==> config.mk <==
export PLATFORM = sky130hd
export DESIGN_NAME = segmux_scan
export DESIGN_NICKNAME = d
export VERILOG_FILES = /design/src/rtl/segmux_pkg.sv /design/src/rtl/seg_hex_dec.sv /design/src/rtl/segmux_scan.sv
export SDC_FILE = /design/constraint.sdc
export NUM_CORES = 1
export LEC_CHECK = 0
export CORE_ASPECT_RATIO = 1.4
export CORE_MARGIN = 4
export CORE_UTILIZATION = 55
export DETAILED_ROUTE_END_ITERATION = 10
export PLACE_DENSITY = 0.77
export SLEW_MARGIN = 0
export SYNTH_ARGS = -nofsm -noshare
export SYNTH_HDL_FRONTEND = slang
export SYNTH_SLANG_ARGS = --single-unit
==> constraint.sdc <==
create_clock -name iCLK -period 3.9 [get_ports iCLK]
set_input_delay 0.975 -clock iCLK [delete_from_list [all_inputs] [get_ports iCLK]]
set_output_delay 0.975 -clock iCLK [all_outputs]
set_load 0.05 [all_outputs]
==> src/rtl/segmux_pkg.sv <==
// ---------------------------------------------------------------------------
// segmux_pkg
// Shared types and constants for the multiplexed seven-segment driver.
//   seg7_t      : 7-bit segment vector, bit0 = a ... bit6 = g, 1 = lit
//   SEG_OFF     : all segments dark
//   SEG_HEX_0..F: hex glyph patterns
// ---------------------------------------------------------------------------
package segmux_pkg;

  typedef logic [6:0] seg7_t;

  localparam seg7_t SEG_OFF   = 7'b0000000;

  //                          gfedcba
  localparam seg7_t SEG_HEX_0 = 7'b0111111;
  localparam seg7_t SEG_HEX_1 = 7'b0000110;
  localparam seg7_t SEG_HEX_2 = 7'b1011011;
  localparam seg7_t SEG_HEX_3 = 7'b1001111;
  localparam seg7_t SEG_HEX_4 = 7'b1100110;
  localparam seg7_t SEG_HEX_5 = 7'b1101101;
  localparam seg7_t SEG_HEX_6 = 7'b1111101;
  localparam seg7_t SEG_HEX_7 = 7'b0000111;
  localparam seg7_t SEG_HEX_8 = 7'b1111111;
  localparam seg7_t SEG_HEX_9 = 7'b1100111;
  localparam seg7_t SEG_HEX_A = 7'b1110111;
  localparam seg7_t SEG_HEX_B = 7'b1111100;
  localparam seg7_t SEG_HEX_C = 7'b0111001;
  localparam seg7_t SEG_HEX_D = 7'b1011110;
  localparam seg7_t SEG_HEX_E = 7'b1111001;
  localparam seg7_t SEG_HEX_F = 7'b1110001;

endpackage

==> src/rtl/seg_hex_dec.sv <==
// ---------------------------------------------------------------------------
// seg_hex_dec
// Combinational 4-bit hex to seven-segment decoder (logical polarity).
//   nibble : input  [3:0] hex digit
//   seg    : output seg7_t segment pattern, 1 = lit
// ---------------------------------------------------------------------------
module seg_hex_dec
  import segmux_pkg::*;
(
  input  logic [3:0] nibble,
  output seg7_t      seg
);

  // All 16 codes are enumerated, so the case is full without a default arm.
  always_comb begin
    case (nibble)
      4'h0: seg = SEG_HEX_0;
      4'h1: seg = SEG_HEX_1;
      4'h2: seg = SEG_HEX_2;
      4'h3: seg = SEG_HEX_3;
      4'h4: seg = SEG_HEX_4;
      4'h5: seg = SEG_HEX_5;
      4'h6: seg = SEG_HEX_6;
      4'h7: seg = SEG_HEX_7;
      4'h8: seg = SEG_HEX_8;
      4'h9: seg = SEG_HEX_9;
      4'hA: seg = SEG_HEX_A;
      4'hB: seg = SEG_HEX_B;
      4'hC: seg = SEG_HEX_C;
      4'hD: seg = SEG_HEX_D;
      4'hE: seg = SEG_HEX_E;
      4'hF: seg = SEG_HEX_F;
    endcase
  end

endmodule

==> src/rtl/segmux_scan.sv <==
// ---------------------------------------------------------------------------
// segmux_scan
// Time-multiplexed hex display driver: scans DIGITS nibbles onto one shared
// segment bus with a one-hot digit enable, blanking the first DEAD cycles of
// every SCAN_DIV-cycle slot to suppress ghosting. Input data is snapshotted
// once per frame so each frame is coherent.
//
// Parameters: DIGITS (1..8), SCAN_DIV (>=2), DEAD (< SCAN_DIV),
//             SEG_ACT_LOW / DIG_ACT_LOW pin polarity inversion.
// Ports:
//   iCLK    : clock, rising edge
//   iRST_N  : asynchronous active-low reset
//   iDATA   : 4*DIGITS nibbles, digit 0 in the low nibble
//   iDP     : decimal point per digit
//   iBLANK  : synchronous display-off request (scan keeps running)
//   oSEG    : segments a..g (bit0 = a)
//   oDP     : decimal point of the active digit
//   oDIG    : one-hot digit enable
// Build option: define SEGMUX_LZB_EN for leading-zero blanking.
// ---------------------------------------------------------------------------
module segmux_scan
  import segmux_pkg::*;
#(
  parameter int DIGITS      = 4,
  parameter int SCAN_DIV    = 50000,
  parameter int DEAD        = 16,
  parameter int SEG_ACT_LOW = 0,
  parameter int DIG_ACT_LOW = 0
) (
  input  logic                  iCLK,
  input  logic                  iRST_N,
  input  logic [4*DIGITS-1:0]   iDATA,
  input  logic [DIGITS-1:0]     iDP,
  input  logic                  iBLANK,
  output logic [6:0]            oSEG,
  output logic                  oDP,
  output logic [DIGITS-1:0]     oDIG
);

  localparam int CNT_W = $clog2(SCAN_DIV);
  localparam int IDX_W = (DIGITS > 1) ? $clog2(DIGITS) : 1;

  localparam logic [CNT_W-1:0] CNT_LAST = CNT_W'(SCAN_DIV - 1);
  localparam logic [CNT_W-1:0] DEAD_C   = CNT_W'(DEAD);
  localparam logic [IDX_W-1:0] IDX_LAST = IDX_W'(DIGITS - 1);
  localparam logic             SEG_INV  = (SEG_ACT_LOW != 0);
  localparam logic             DIG_INV  = (DIG_ACT_LOW != 0);

  logic [CNT_W-1:0]    cnt_q, cnt_d;
  logic [IDX_W-1:0]    idx_q, idx_d;
  logic [4*DIGITS-1:0] snap_data_q, snap_data_d;
  logic [DIGITS-1:0]   snap_dp_q, snap_dp_d;
  logic [DIGITS-1:0]   dig_q, dig_d;
  seg7_t               seg_q, seg_d;
  logic                dp_q, dp_d;

  logic                slot_end;
  logic                frame_end;
  logic [3:0]          cur_nibble;
  seg7_t               dec_seg;
  logic                cur_lzb;

  assign slot_end   = (cnt_q == CNT_LAST);
  assign frame_end  = slot_end && (idx_q == IDX_LAST);
  assign cur_nibble = snap_data_q[{idx_q, 2'b00} +: 4];

  seg_hex_dec u_dec (
    .nibble (cur_nibble),
    .seg    (dec_seg)
  );

`ifdef SEGMUX_LZB_EN
  // Digit k (k>0) is a leading zero when it and every nibble above it are 0.
  logic [DIGITS-1:0] lzb_mask;

  assign lzb_mask[0] = 1'b0;
  generate
    for (genvar gi = 1; gi < DIGITS; gi++) begin : g_lzb
      assign lzb_mask[gi] = ~|snap_data_q[4*DIGITS-1:4*gi];
    end
  endgenerate

  assign cur_lzb = lzb_mask[idx_q];
`else
  assign cur_lzb = 1'b0;
`endif

  always_comb begin
    cnt_d       = cnt_q + 1'b1;
    idx_d       = idx_q;
    snap_data_d = snap_data_q;
    snap_dp_d   = snap_dp_q;
    dig_d       = '0;
    seg_d       = SEG_OFF;
    dp_d        = 1'b0;

    if (slot_end) begin
      cnt_d = '0;
      idx_d = (idx_q == IDX_LAST) ? '0 : idx_q + 1'b1;
    end

    // Loading on the frame-end edge means the first cycle of the new frame
    // already sees the new snapshot.
    if (frame_end) begin
      snap_data_d = iDATA;
      snap_dp_d   = iDP;
    end

    if (!iBLANK && (cnt_q >= DEAD_C)) begin
      dig_d = DIGITS'(1) << idx_q;
      seg_d = cur_lzb ? SEG_OFF : dec_seg;
      dp_d  = snap_dp_q[idx_q];
    end
  end

  always_ff @(posedge iCLK or negedge iRST_N) begin
    if (!iRST_N) begin
      cnt_q       <= '0;
      idx_q       <= '0;
      snap_data_q <= '0;
      snap_dp_q   <= '0;
      dig_q       <= '0;
      seg_q       <= SEG_OFF;
      dp_q        <= 1'b0;
    end else begin
      cnt_q       <= cnt_d;
      idx_q       <= idx_d;
      snap_data_q <= snap_data_d;
      snap_dp_q   <= snap_dp_d;
      dig_q       <= dig_d;
      seg_q       <= seg_d;
      dp_q        <= dp_d;
    end
  end

  // Pin polarity is applied after the register so reset drives pins to the
  // logically-off level of each polarity.
  assign oSEG = seg_q ^ {7{SEG_INV}};
  assign oDP  = dp_q ^ SEG_INV;
  assign oDIG = dig_q ^ {DIGITS{DIG_INV}};

endmodule

[After elaboration in Yosys (flattened, before gate mapping)]
Memory sizes are Yosys's and may differ from the RTL's.
Cells that the tools add are included.
Word-level totals
  register bits: 50
  ROM bits: 112
  bits of input ports: 23
  output and inout port bits: 12
  logic and storage cells: 26
  memories: 1
Cells by class
  add/subtract/negate cells: 2
  order comparisons: 2
  equal/unequal tests: 2
  shift operators: 2
  multiplexer cells: 7
  reductions and logical operators: 3
Memories
  (no name shown): depth 16, width 7, read ports 1, clocked after memory_dff 0, wr ports 0, RTL line seg_hex_dec.sv:16  | case (nibble)
Operators by type and width (count)
  $add A16 B1 Y16 const B: 1
  $eq A16 B16 Y1 const B: 1
  $ge A16 B5 Y1 const B: 1
  $mux W16: 1
  $shiftx A16 B5 Y4: 1
  $mux W7: 1
  $mux W4: 1
  $shl A1 B2 Y4 const A: 1
  $lt A2 B3 Y1 const B: 1
  $add A2 B1 Y2 const B: 1
  $bmux W1 S2: 1
  $eq A2 B2 Y1 const B: 1
  $logic_and A1 B1 Y1: 2
  $mux W1: 2
  $mux W2: 1
  $logic_not A1 Y1: 1

[Logic depth before layout (Yosys ltp)]
  word-level depth: 3
  gate-level depth with buffers: 8
  mapped depth without buffers: 7

[By module]
A second synthesis with hierarchy kept.
Unflattened totals
  cells, all modules: 205
  area, all modules: 2536.2 um^2
By module, submodules not included
  segmux_scan: instances 1, cells an instance 164, area each 2238.4 um^2, sequential area each 1251.2 um^2
  seg_hex_dec: instances 1, cells an instance 41, area each 297.8 um^2, sequential area each 0.0 um^2

[Worst setup path before layout]
OpenSTA, ideal clock, no wires.
  path kind: reg-to-reg
  start: register idx_q[0]
  end: register seg_q[0] (netlist: oSEG[0])
  library setup time: 0.119 ns
  arrival time: 1.969 ns
  data required time: 3.781 ns
  setup slack: 1.813 ns
  cell stages (with the launch flop): 9
  path buffers: 1
  period minus slack after synthesis: 2.087 ns
  cell sequence: dfrtp_1 -> buf_2 -> mux4_2 -> inv_1 -> ha_1 -> nor3_1 -> a311oi_1 -> a21oi_1 -> o21a_1
On the way
  word-level cells in the longest chain between the ends: 3
RTL lines
  start: declaration: RTL line segmux_scan.sv:50  | logic [IDX_W-1:0] idx_q, idx_d;
  start signal: assignment: RTL line segmux_scan.sv:127  | idx_q <= idx_d;
  $shiftx A16 B5 Y4: RTL line segmux_scan.sv:65  | assign cur_nibble = snap_data_q[{idx_q, 2'b00} +: 4];
  $mem_v2 Z16 W7
  $mux W7: RTL line segmux_scan.sv:109  | if (!iBLANK && (cnt_q >= DEAD_C)) begin
  via seg_d[0]: RTL line segmux_scan.sv:54  | seg7_t seg_q, seg_d;
  end signal: assignment: RTL line segmux_scan.sv:131  | seg_q <= seg_d;
  end: declaration: RTL line segmux_scan.sv:54
The timed path passes the listed nets, and every way through them passes these cells.
A chain may end at the register's enable or synchronous reset.

[Final worst setup path]
  start: register cnt_q[13]
  end: register snap_data_q[13]
On the way
  word-level cells in the longest chain between the ends: 2
RTL lines
  start: declaration: RTL line segmux_scan.sv:49  | logic [CNT_W-1:0] cnt_q, cnt_d;
  start signal: assignment: RTL line segmux_scan.sv:126  | cnt_q <= cnt_d;
  $eq A16 B16 Y1: RTL line segmux_scan.sv:63  | assign slot_end = (cnt_q == CNT_LAST);
  $logic_and A1 B1 Y1: RTL line segmux_scan.sv:64  | assign frame_end = slot_end && (idx_q == IDX_LAST);
  end signal: assignment: RTL line segmux_scan.sv:128  | snap_data_q <= snap_data_d;
  end: declaration: RTL line segmux_scan.sv:51  | logic [4*DIGITS-1:0] snap_data_q, snap_data_d;
Every way passes these cells.

==> flow_metrics.env <==
export IMPL_run_status="finished clean"
export IMPL_core_area_mm2=0.004499
export IMPL_clock_root_buffer="clkbuf_8"
export IMPL_nFillCells=345
export IMPL_ys_seq_elements=50
export IMPL_grt_max_degree=51
export IMPL_via_count=1607
export IMPL_finalClockSkew_ps=7.007
export IMPL_vias_per_cell=5.286
export IMPL_drtIter0Drc=78
export IMPL_initial_utilization_pct=56.40
export IMPL_relSlewSlack_pct=28.15
export IMPL_drive_gt1_share_pct=17.77
export IMPL_io_pins=35
export IMPL_yosysUniqueCellTypes=37
export IMPL_cts_resized=0
export IMPL_cts_sinks=50
export IMPL_setup_violations_final=0
export IMPL_crit_fanout=20
export IMPL_die_area_mm2=0.005780
export IMPL_netlist_instances=205
export IMPL_tightest_slew_ps=1078
export IMPL_drt_wl_total_um=4358
export IMPL_die_h_um=88.37
export IMPL_period_needed_ps=2596
export IMPL_fmax_mhz=385.2
export IMPL_wl_per_cell_um=14.34
export IMPL_io_buffers=34
export IMPL_grt_pass1_wl_um=7210
export IMPL_antenna_found_initial=0
export IMPL_cp_end_kind="register"
export IMPL_min_path_type="register to register"
export IMPL_htreeDepth=2
export IMPL_finalCritPeriodShare_pct=66.57
export IMPL_multi_input_area_mm2=0.001205
export IMPL_crit_type="register to register"
export IMPL_leakage_nw=1.405
export IMPL_tns_ps=0
export IMPL_maxCapViolCount=0
export IMPL_cts_buffer_depth=2
export IMPL_gp_congestion=0.8324
export IMPL_cp_start_kind="register"
export IMPL_rsz0062_at_grt="no"
export IMPL_grt_pass1_vias=1563
export IMPL_numCtsBuffers=5
export IMPL_fin_cells=304
export IMPL_dp_cells=296
export IMPL_power_density_mw_per_mm2=335.3
export IMPL_die_x_um=65.41
export IMPL_hold_viol=0
export IMPL_path_clk_slew_ps=80
export IMPL_dpl_hpwl_um=3211
export IMPL_critPathRequiredTime_ps=4090
export IMPL_post_cts_buffers=0
export IMPL_synth_area_mm2=0.002537
export IMPL_cts_hold_buf=0
export IMPL_seqCellArea_mm2=0.001251
export IMPL_cts_tree="yes"
export IMPL_cp_arrival_ps=2780
export IMPL_clock_latency_ps=300
export IMPL_peakVddDrop_uv=297.5
export IMPL_antenna_left=0
export IMPL_diodes=0
export IMPL_syn_area_per_cell_um2=12.38
export IMPL_final_nets=275
export IMPL_drc_errors=0
export IMPL_grt_usage_pct=16.46
export IMPL_drt_pass1_iterations=4
export IMPL_maxSlewViolCount=0
export IMPL_yosysWarnings=0
export IMPL_syn_nets=239
export IMPL_synth_seq_area_share_pct=49.31
export IMPL_row_count=29
export IMPL_globalRouteOverflowTotal=0
export IMPL_synthToLayoutAreaGrowth_pct=19.33
[layout by cell type, fill, tap and decap left out, types with 2 or more instances in the layout]
cell type / count
a21oi_1: 5
a221oi_1: 3
a311oi_1: 3
a31oi_1: 3
and2_1: 5
clkbuf_8: 8
clkdlybuf4s50_1: 33
dfrtp_1: 50
ha_1: 11
inv_1: 10
mux2_2: 4
mux2_4: 20
mux2i_1: 5
mux4_2: 4
nand2_1: 9
nand3_1: 6
nor2_1: 17
nor3_1: 8
o21ai_0: 2
or2_2: 2
or3_1: 2
xnor2_1: 8
xor2_1: 9
[routing by layer]
metal / up-vias / track usage (%) / share of wire (%) / routed length (um)
li1: 784 / - / - / -
met1: 789 / 19.18 / 42 / 1845
met4: 0 / 5.283 / 1.3 / 56
met2: 29 / 29.77 / 53 / 2321
met3: 5 / 3.812 / 3.1 / 134
met5: - / 0 / 0 / 0
[state kept, by name, summed over array words and instances (netlist names)]
signal       count
cnt_q           16
snap_data_q     16
oSEG             7
oDIG             4
snap_dp_q        4
idx_q            2
oDP              1
[per-stage QoR]
stage	hold WS, ps	area, um^2	utilization, %	setup WS, ps	total power, W
2_1_floorplan	464.9	2537	-	1813	0.0006277
3_3_place_gp	482.6	2918	64.85	1342	0.0006820
3_5_place_dp	484.6	2918	64.85	1285	0.0006847
4_1_cts	500.3	3028	67.30	1271	0.001025
5_1_grt	516.5	3028	67.30	1049	0.001055
6_report	498.9	3028	67.30	1304	0.001015
[cell type report]
type                    count  area share [%]
well taps                  62           2.562
multi-input cells         138           39.79
repair buffers             35           11.32
inverters                  11           1.364
flip-flops and latches     50           41.32
clock buffers               8           3.636
[where the power goes]
group / internal, W / switching (W) / leakage (nW)
registers: 0.000535 / 0.0000101 / 0.624
clock network: 0.000179 / 0.000162 / 0.0575
logic: 0.0000629 / 0.0000651 / 0.724
total: 0.000777 / 0.000238 / 1.41
[kinds of logic after synthesis]
group                    synth area share (%)
XOR/XNOR                                5.868
adder cells (fa/ha/maj)                 5.424
AND/OR/NAND/NOR                         12.28
multiplexers                            19.13
buffers and inverters                   3.205
flip-flops                              49.31
AO/OA/AOI/OAI                           4.784
[critical path: stages, from the launching register on]
cell	delay, ps
dfrtp_1	420
nor4_2	280
nand2_1	140
nor4_4	630
nand2_2	560
mux2_4	440
[cell usage after synthesis, drive strengths merged]
master / number / area, um^2
dfrtp: 50 / 1251
mux2: 24 / 345.3
nor2: 17 / 63.81
ha: 11 / 137.6
inv: 10 / 37.54
nand2: 10 / 40.04
xor2: 9 / 78.83
nor3: 8 / 40.04
xnor2: 8 / 70.07
nand3: 6 / 30.03
a21oi: 5 / 25.02
and2: 5 / 31.28
mux2i: 5 / 50.05
buf: 4 / 32.53
mux4: 4 / 90.09
a221oi: 3 / 26.28
a311oi: 3 / 26.28
a31oi: 3 / 18.77
nor4: 3 / 40.04
clkbuf: 2 / 7.510
o21ai: 2 / 10.01
or2: 2 / 12.51
or3: 2 / 12.51
a211oi: 1 / 7.510
and3: 1 / 6.260
clkinv: 1 / 3.750
nand3b: 1 / 7.510
nand4: 1 / 6.260
nor2b: 1 / 6.260
o21a: 1 / 7.510
or2b: 1 / 7.510
or4: 1 / 7.510
[worst paths after layout]
kind	cells past startpoint	to	from	slack [ps]
max in group asynchronous	1	cnt_q[13]	iRST_N	2370
setup reg to reg	5	snap_data_q[13]	cnt_q[13]	1300
hold / removal	1	cnt_q[7]	cnt_q[7]	500
setup / recovery	5	snap_data_q[13]	cnt_q[13]	1300
min in group asynchronous	1	oDP	iRST_N	870
hold reg to reg	1	cnt_q[7]	cnt_q[7]	500
No activity file was read; power rests on OpenSTA's default activity.
